$ cat config.mk
export PLATFORM = sky130hd
export DESIGN_NAME = alu_op_sequencer
export DESIGN_NICKNAME = d
export VERILOG_FILES = /design/src/rtl/alu_pkg.sv /design/src/rtl/button_debouncer.sv /design/src/rtl/alu_op_sequencer.sv
export SDC_FILE = /design/constraint.sdc
export NUM_CORES = 1
export LEC_CHECK = 0
export ABC_AREA = 1
export CAP_MARGIN = 20
export CORE_MARGIN = 10
export CORE_UTILIZATION = 48
export DETAILED_ROUTE_END_ITERATION = 16
export HOLD_SLACK_MARGIN = 0.05
export PLACE_DENSITY_LB_ADDON = 0.08
export SLEW_MARGIN = 10
export SYNTH_ARGS = -nofsm -noshare
export SYNTH_HDL_FRONTEND = slang
export SYNTH_HIERARCHICAL = 1
export SYNTH_SLANG_ARGS = --single-unit
export TNS_END_PERCENT = 10
$ cat constraint.sdc
create_clock -name clk -period 1.6 [get_ports clk]
set_clock_uncertainty 0.05 [all_clocks]
set_input_delay 0.16 -clock clk [delete_from_list [all_inputs] [get_ports clk]]
set_output_delay 0.16 -clock clk [all_outputs]
set_load 0.005 [all_outputs]
$ cat src/rtl/alu_pkg.sv
// Shared types for the ALU operand sequencer.
// Op encoding mirrors the datapath's {S_1,S_0} select.
package alu_pkg;

  localparam int DATA_W = 8;
  localparam int RES_W  = 16;

  typedef enum logic [1:0] {
    OP_ADD   = 2'b00,
    OP_SUB   = 2'b01,
    OP_MUL   = 2'b10,
    OP_NEG_A = 2'b11
  } op_e;

  typedef enum logic [1:0] {
    IDLE,
    LOAD,
    EXEC,
    CAPTURE
  } seq_state_e;

endpackage

$ cat src/rtl/button_debouncer.sv
// Two-flop synchroniser plus counter debounce for a raw push button.
// rise_pulse is a registered one-cycle pulse on each accepted 0->1 change.
module button_debouncer #(
  parameter int DEBOUNCE_CYCLES = 1_000_000
) (
  input  logic clk,
  input  logic reset,
  input  logic raw,
  output logic stable_level,
  output logic rise_pulse
);

  localparam int CW = $clog2(DEBOUNCE_CYCLES);

  logic          b_s1_q, b_s1_d;
  logic          b_s2_q, b_s2_d;
  logic          stable_q, stable_d;
  logic          rise_q, rise_d;
  logic [CW-1:0] cnt_q, cnt_d;

  always_comb begin
    b_s1_d   = raw;
    b_s2_d   = b_s1_q;
    stable_d = stable_q;
    cnt_d    = '0;
    if (b_s2_q != stable_q) begin
      if (cnt_q == CW'(DEBOUNCE_CYCLES - 1)) begin
        stable_d = b_s2_q;
      end else begin
        cnt_d = cnt_q + CW'(1);
      end
    end
    rise_d = stable_d & ~stable_q;
  end

  always_ff @(posedge clk) begin
    if (reset) begin
      b_s1_q   <= 1'b0;
      b_s2_q   <= 1'b0;
      stable_q <= 1'b0;
      rise_q   <= 1'b0;
      cnt_q    <= '0;
    end else begin
      b_s1_q   <= b_s1_d;
      b_s2_q   <= b_s2_d;
      stable_q <= stable_d;
      rise_q   <= rise_d;
      cnt_q    <= cnt_d;
    end
  end

  assign stable_level = stable_q;
  assign rise_pulse   = rise_q;

endmodule

$ cat src/rtl/alu_op_sequencer.sv
// Latches switch operands on a clean press, lets the ALU settle,
// then captures R and pulses done alongside the result update.
module alu_op_sequencer
  import alu_pkg::*;
#(
  parameter int DEBOUNCE_CYCLES = 1_000_000,
  parameter int SETTLE_CYCLES   = 4
) (
  input  logic              clk,
  input  logic              reset,
  input  logic              button,
  input  logic [1:0]        sel_in,
  input  logic [DATA_W-1:0] a_in,
  input  logic [DATA_W-1:0] b_in,
  output logic              dp_s1,
  output logic              dp_s0,
  output logic [DATA_W-1:0] dp_a,
  output logic [DATA_W-1:0] dp_b,
  input  logic [RES_W-1:0]  dp_r,
  output logic [RES_W-1:0]  result,
  output logic              done,
  output logic              busy,
  output logic [7:0]        op_count
);

  localparam int SW = (SETTLE_CYCLES > 1) ? $clog2(SETTLE_CYCLES) : 1;

  logic btn_level, btn_rise, press;

  button_debouncer #(
    .DEBOUNCE_CYCLES(DEBOUNCE_CYCLES)
  ) u_deb (
    .clk         (clk),
    .reset       (reset),
    .raw         (button),
    .stable_level(btn_level),
    .rise_pulse  (btn_rise)
  );

  assign press = btn_rise & btn_level;

  seq_state_e        state_q, state_d;
  logic [SW-1:0]     settle_q, settle_d;
  logic [1:0]        sel_q, sel_d;
  logic [DATA_W-1:0] a_q, a_d;
  logic [DATA_W-1:0] b_q, b_d;
  logic [RES_W-1:0]  result_q, result_d;
  logic              done_q, done_d;
  logic [7:0]        cnt_q, cnt_d;

  always_comb begin
    state_d  = state_q;
    settle_d = settle_q;
    sel_d    = sel_q;
    a_d      = a_q;
    b_d      = b_q;
    result_d = result_q;
    done_d   = 1'b0;
    cnt_d    = cnt_q;
    unique case (state_q)
      IDLE: begin
        if (press) state_d = LOAD;
      end
      LOAD: begin
        state_d  = EXEC;
        sel_d    = sel_in;
        a_d      = a_in;
        b_d      = b_in;
        settle_d = '0;
      end
      EXEC: begin
        // capture on the last settle cycle so done and result move together
        if (settle_q == SW'(SETTLE_CYCLES - 1)) begin
          state_d  = CAPTURE;
          result_d = dp_r;
          done_d   = 1'b1;
          cnt_d    = cnt_q + 8'd1;
        end else begin
          settle_d = settle_q + SW'(1);
        end
      end
      CAPTURE: begin
        state_d = IDLE;
      end
      default: begin
        state_d = IDLE;
      end
    endcase
  end

  always_ff @(posedge clk) begin
    if (reset) begin
      state_q  <= IDLE;
      settle_q <= '0;
      sel_q    <= '0;
      a_q      <= '0;
      b_q      <= '0;
      result_q <= '0;
      done_q   <= 1'b0;
      cnt_q    <= '0;
    end else begin
      state_q  <= state_d;
      settle_q <= settle_d;
      sel_q    <= sel_d;
      a_q      <= a_d;
      b_q      <= b_d;
      result_q <= result_d;
      done_q   <= done_d;
      cnt_q    <= cnt_d;
    end
  end

  assign dp_s1    = sel_q[1];
  assign dp_s0    = sel_q[0];
  assign dp_a     = a_q;
  assign dp_b     = b_q;
  assign result   = result_q;
  assign done     = done_q;
  assign busy     = (state_q != IDLE);
  assign op_count = cnt_q;

endmodule

==> results.cfg <==
[worst_setup_path]
critical-path-slowest-cell = clkdlybuf4s50_1
max_stage_delay_ns = 0.54
path_max_fanout = 5
path_class = register to output pin
r2r_start = u_deb/cnt_q[1]
r2r-end = u_deb/cnt_q[13]
crit_start = op_count[3]
worst-path-buf-inv = 1
required_ns = 1.39
worstPathArrival_ns = 1.28
crit_family = buffers and inverters
r2r_cells = 6
path_cells = clkdlybuf4s50_1
end_kind = output pin
start_kind = register
r2r_slack_ns = 0.18

[timing]
final-setup-viol-count = 0
fin_hold_ws_ns = 0.3304
slew_headroom = 0.8075
drv_slew = 0
period_share = 0.9327
max_freq_mhz = 670.1
hold_viol_final = 0
max_slew.worst_pin.slew_ns = 0.2883
fin_crit_ns = 1.492

[grt]
gr-usage-met3 = 0.08512
antenna_found_initial = 0
grt_pass1_vias = 2738
grtUsageMet2 = 0.2445
overflow = 0
grt_busiest_layer = met2
grt_max_degree = 23
grt_usage = 0.1543
grt_first_pass_wirelength_um = 12730
grtUsageMet1 = 0.1713

[route]
vias_per_cell = 4.844
ant_nets = 0
routedWlPerCell_um = 12.77
drc = 0
first_iter_violations = 118
first_pass_iters = 4
vias = 2829
wirelength_um = 7456

[logic_synthesis]
syn_area_um2 = 3044
yosys_warnings = 6
syn_area_per_cell_um2 = 7.353
postSynthNetCount = 457
ys_seq_area_frac = 0.4669
synth_ff_type = dfxtp_1
synth-edff-count = 0
synth_cell_types = 29
ys_seq_elements = 71
synthCells = 414
async_reset_ff_frac = 0

[layout]
area_growth_pct = 36.33
mostFrequentLayoutCells = 113 x nor2_1, 79 x clkdlybuf4s50_1, 70 x dfxtp_1
antenna_cells = 0
final_common_cell = nor2_1
nNetsFinal = 547
fin_area_um2 = 4150
drive_gt1_frac = 0.1041

[job]
maxCapViolations = 0

[die]
start_util = 0.5052
pin_count = 81
core_area_um2 = 6026
die_w_um = 99.64
die_h_um = 99.64
fp-row-count = 28
dieArea_um2 = 9927

[clocking]
clkTransAtPathRegs_ns = 0.07
clockBufferDepth = 2
post_cts_buffers = 0
cts_buffers = 9
clock_latency_ns = 0.34
root_buffer = clkbuf_8
cts_sinks = 71
cts_max_level = 3
cts_tree = done

[power]
ir_drop_mv = 0.7353
design_power_total_mw = 4.168
leakagePower_nw = 1.572
power_density_nw_per_um2 = 1004

[place]
post-dp-hpwl_um = 5562
globalplace.congestion = 0.8542
portBuffers = 80
placed_cell_area_um2 = 3943

[worst_hold_path]
whs_path_depth = 3
hold_start = button
hold_class = primary input to register
hold_end = u_deb/b_s1_q

[status]
status = finished, final reports clean
[metal layers]
metal  share of wire  vias to the layer above
met5               0                        -
met4           0.014                        0
met3            0.11                       12
met2            0.48                       71
met1            0.40                     1269
li1                -                     1477
[worst reg2reg max path: cells and delay by family (launching register included)]
kind	cells	cell delay (ns)
and+or+nand+nor	4	0.63
AOI/OAI and AO/OA	1	0.07
adders and majority gates	1	0.20
DFF	1	0.35
[stage by stage]
| step | utilization | TNS [ns] | setup slack (ns) | instances |
|---|---|---|---|---|
| after floorplan | - | 0 | 0.2094 | 414 |
| after global placement | 0.6543 | 0 | 0.1812 | 568 |
| after detailed placement | 0.6543 | 0 | 0.09307 | 568 |
| after CTS | 0.6860 | 0 | 0.08567 | 584 |
| after global routing | 0.6887 | -0.009381 | -0.009381 | 584 |
| final | 0.6887 | 0 | 0.1077 | 584 |
[sequential cells by signal, indices dropped and copies added, names as in the netlist]
| signal | flops |
|---|---|
| u_deb/cnt_q | 20 |
| result | 16 |
| dp_a | 8 |
| dp_b | 8 |
| op_count | 8 |
| sel_q | 2 |
| settle_q | 2 |
| state_q | 2 |
| done | 1 |
| u_deb/b_s1_q | 1 |
| u_deb/b_s2_q | 1 |
| u_deb/rise_pulse | 1 |
| u_deb/stable_level | 1 |
[Yosys cell counts, drive strengths merged, types with 2 or more instances]
master | instances | area share
nor2 | 129 | 0.17
dfxtp | 71 | 0.47
nand2 | 63 | 0.083
o21ai | 42 | 0.069
inv | 38 | 0.047
nand3 | 17 | 0.033
a21oi | 16 | 0.028
buf | 8 | 0.021
ha | 6 | 0.025
xor2 | 6 | 0.017
nand4 | 5 | 0.010
clkbuf | 4 | 0.0049
xnor2 | 3 | 0.0086
or2 | 2 | 0.0041
[worst max-delay path by stage]
stage,endpoint,slack (ns),cells after the start
floorplan,u_deb/cnt_q[12],0.21,7
global placement,u_deb/cnt_q[10],0.18,6
detailed placement,u_deb/cnt_q[13],0.09,6
CTS,busy,0.09,4
global route,u_deb/cnt_q[18],-0.009,8
finish,op_count[3],0.11,1
[layout make-up]
class | instances | area [um2]
flip-flops and latches | 71 | 1423
inverters | 38 | 142.6
fillers | 507 | 1876
repair buffers | 91 | 882.1
well taps | 75 | 93.84
multi-input cells | 293 | 1418
clock inverters | 3 | 42.54
clock buffers | 13 | 148.9
[kinds of logic after synthesis]
| kind of cell | after synthesis | synth area share |
|---|---|---|
| DFF | 71 | 0.4669 |
| buffers and inverters | 50 | 0.07275 |
| xor gates and xnor gates | 9 | 0.02590 |
| and+or+nand+nor | 218 | 0.3083 |
| AOI/OAI and AO/OA | 60 | 0.1015 |
| adders and majority gates | 6 | 0.02466 |
[power by group]
part	switching [mW]	total [mW]	internal (mW)
registers	0.0679	1.99	1.92
logic	0.332	0.766	0.434
clock network	0.653	1.42	0.763
total	1.05	4.17	3.12
[timing repair]
item                       4_1_cts  5_1_grt
hold buffers                     0        0
hold endpoints to repair         0        0
setup endpoints to repair        1        8
gates resized for setup          2        2
pin swaps                        0        0
Power figures use the tool's default switching activity.
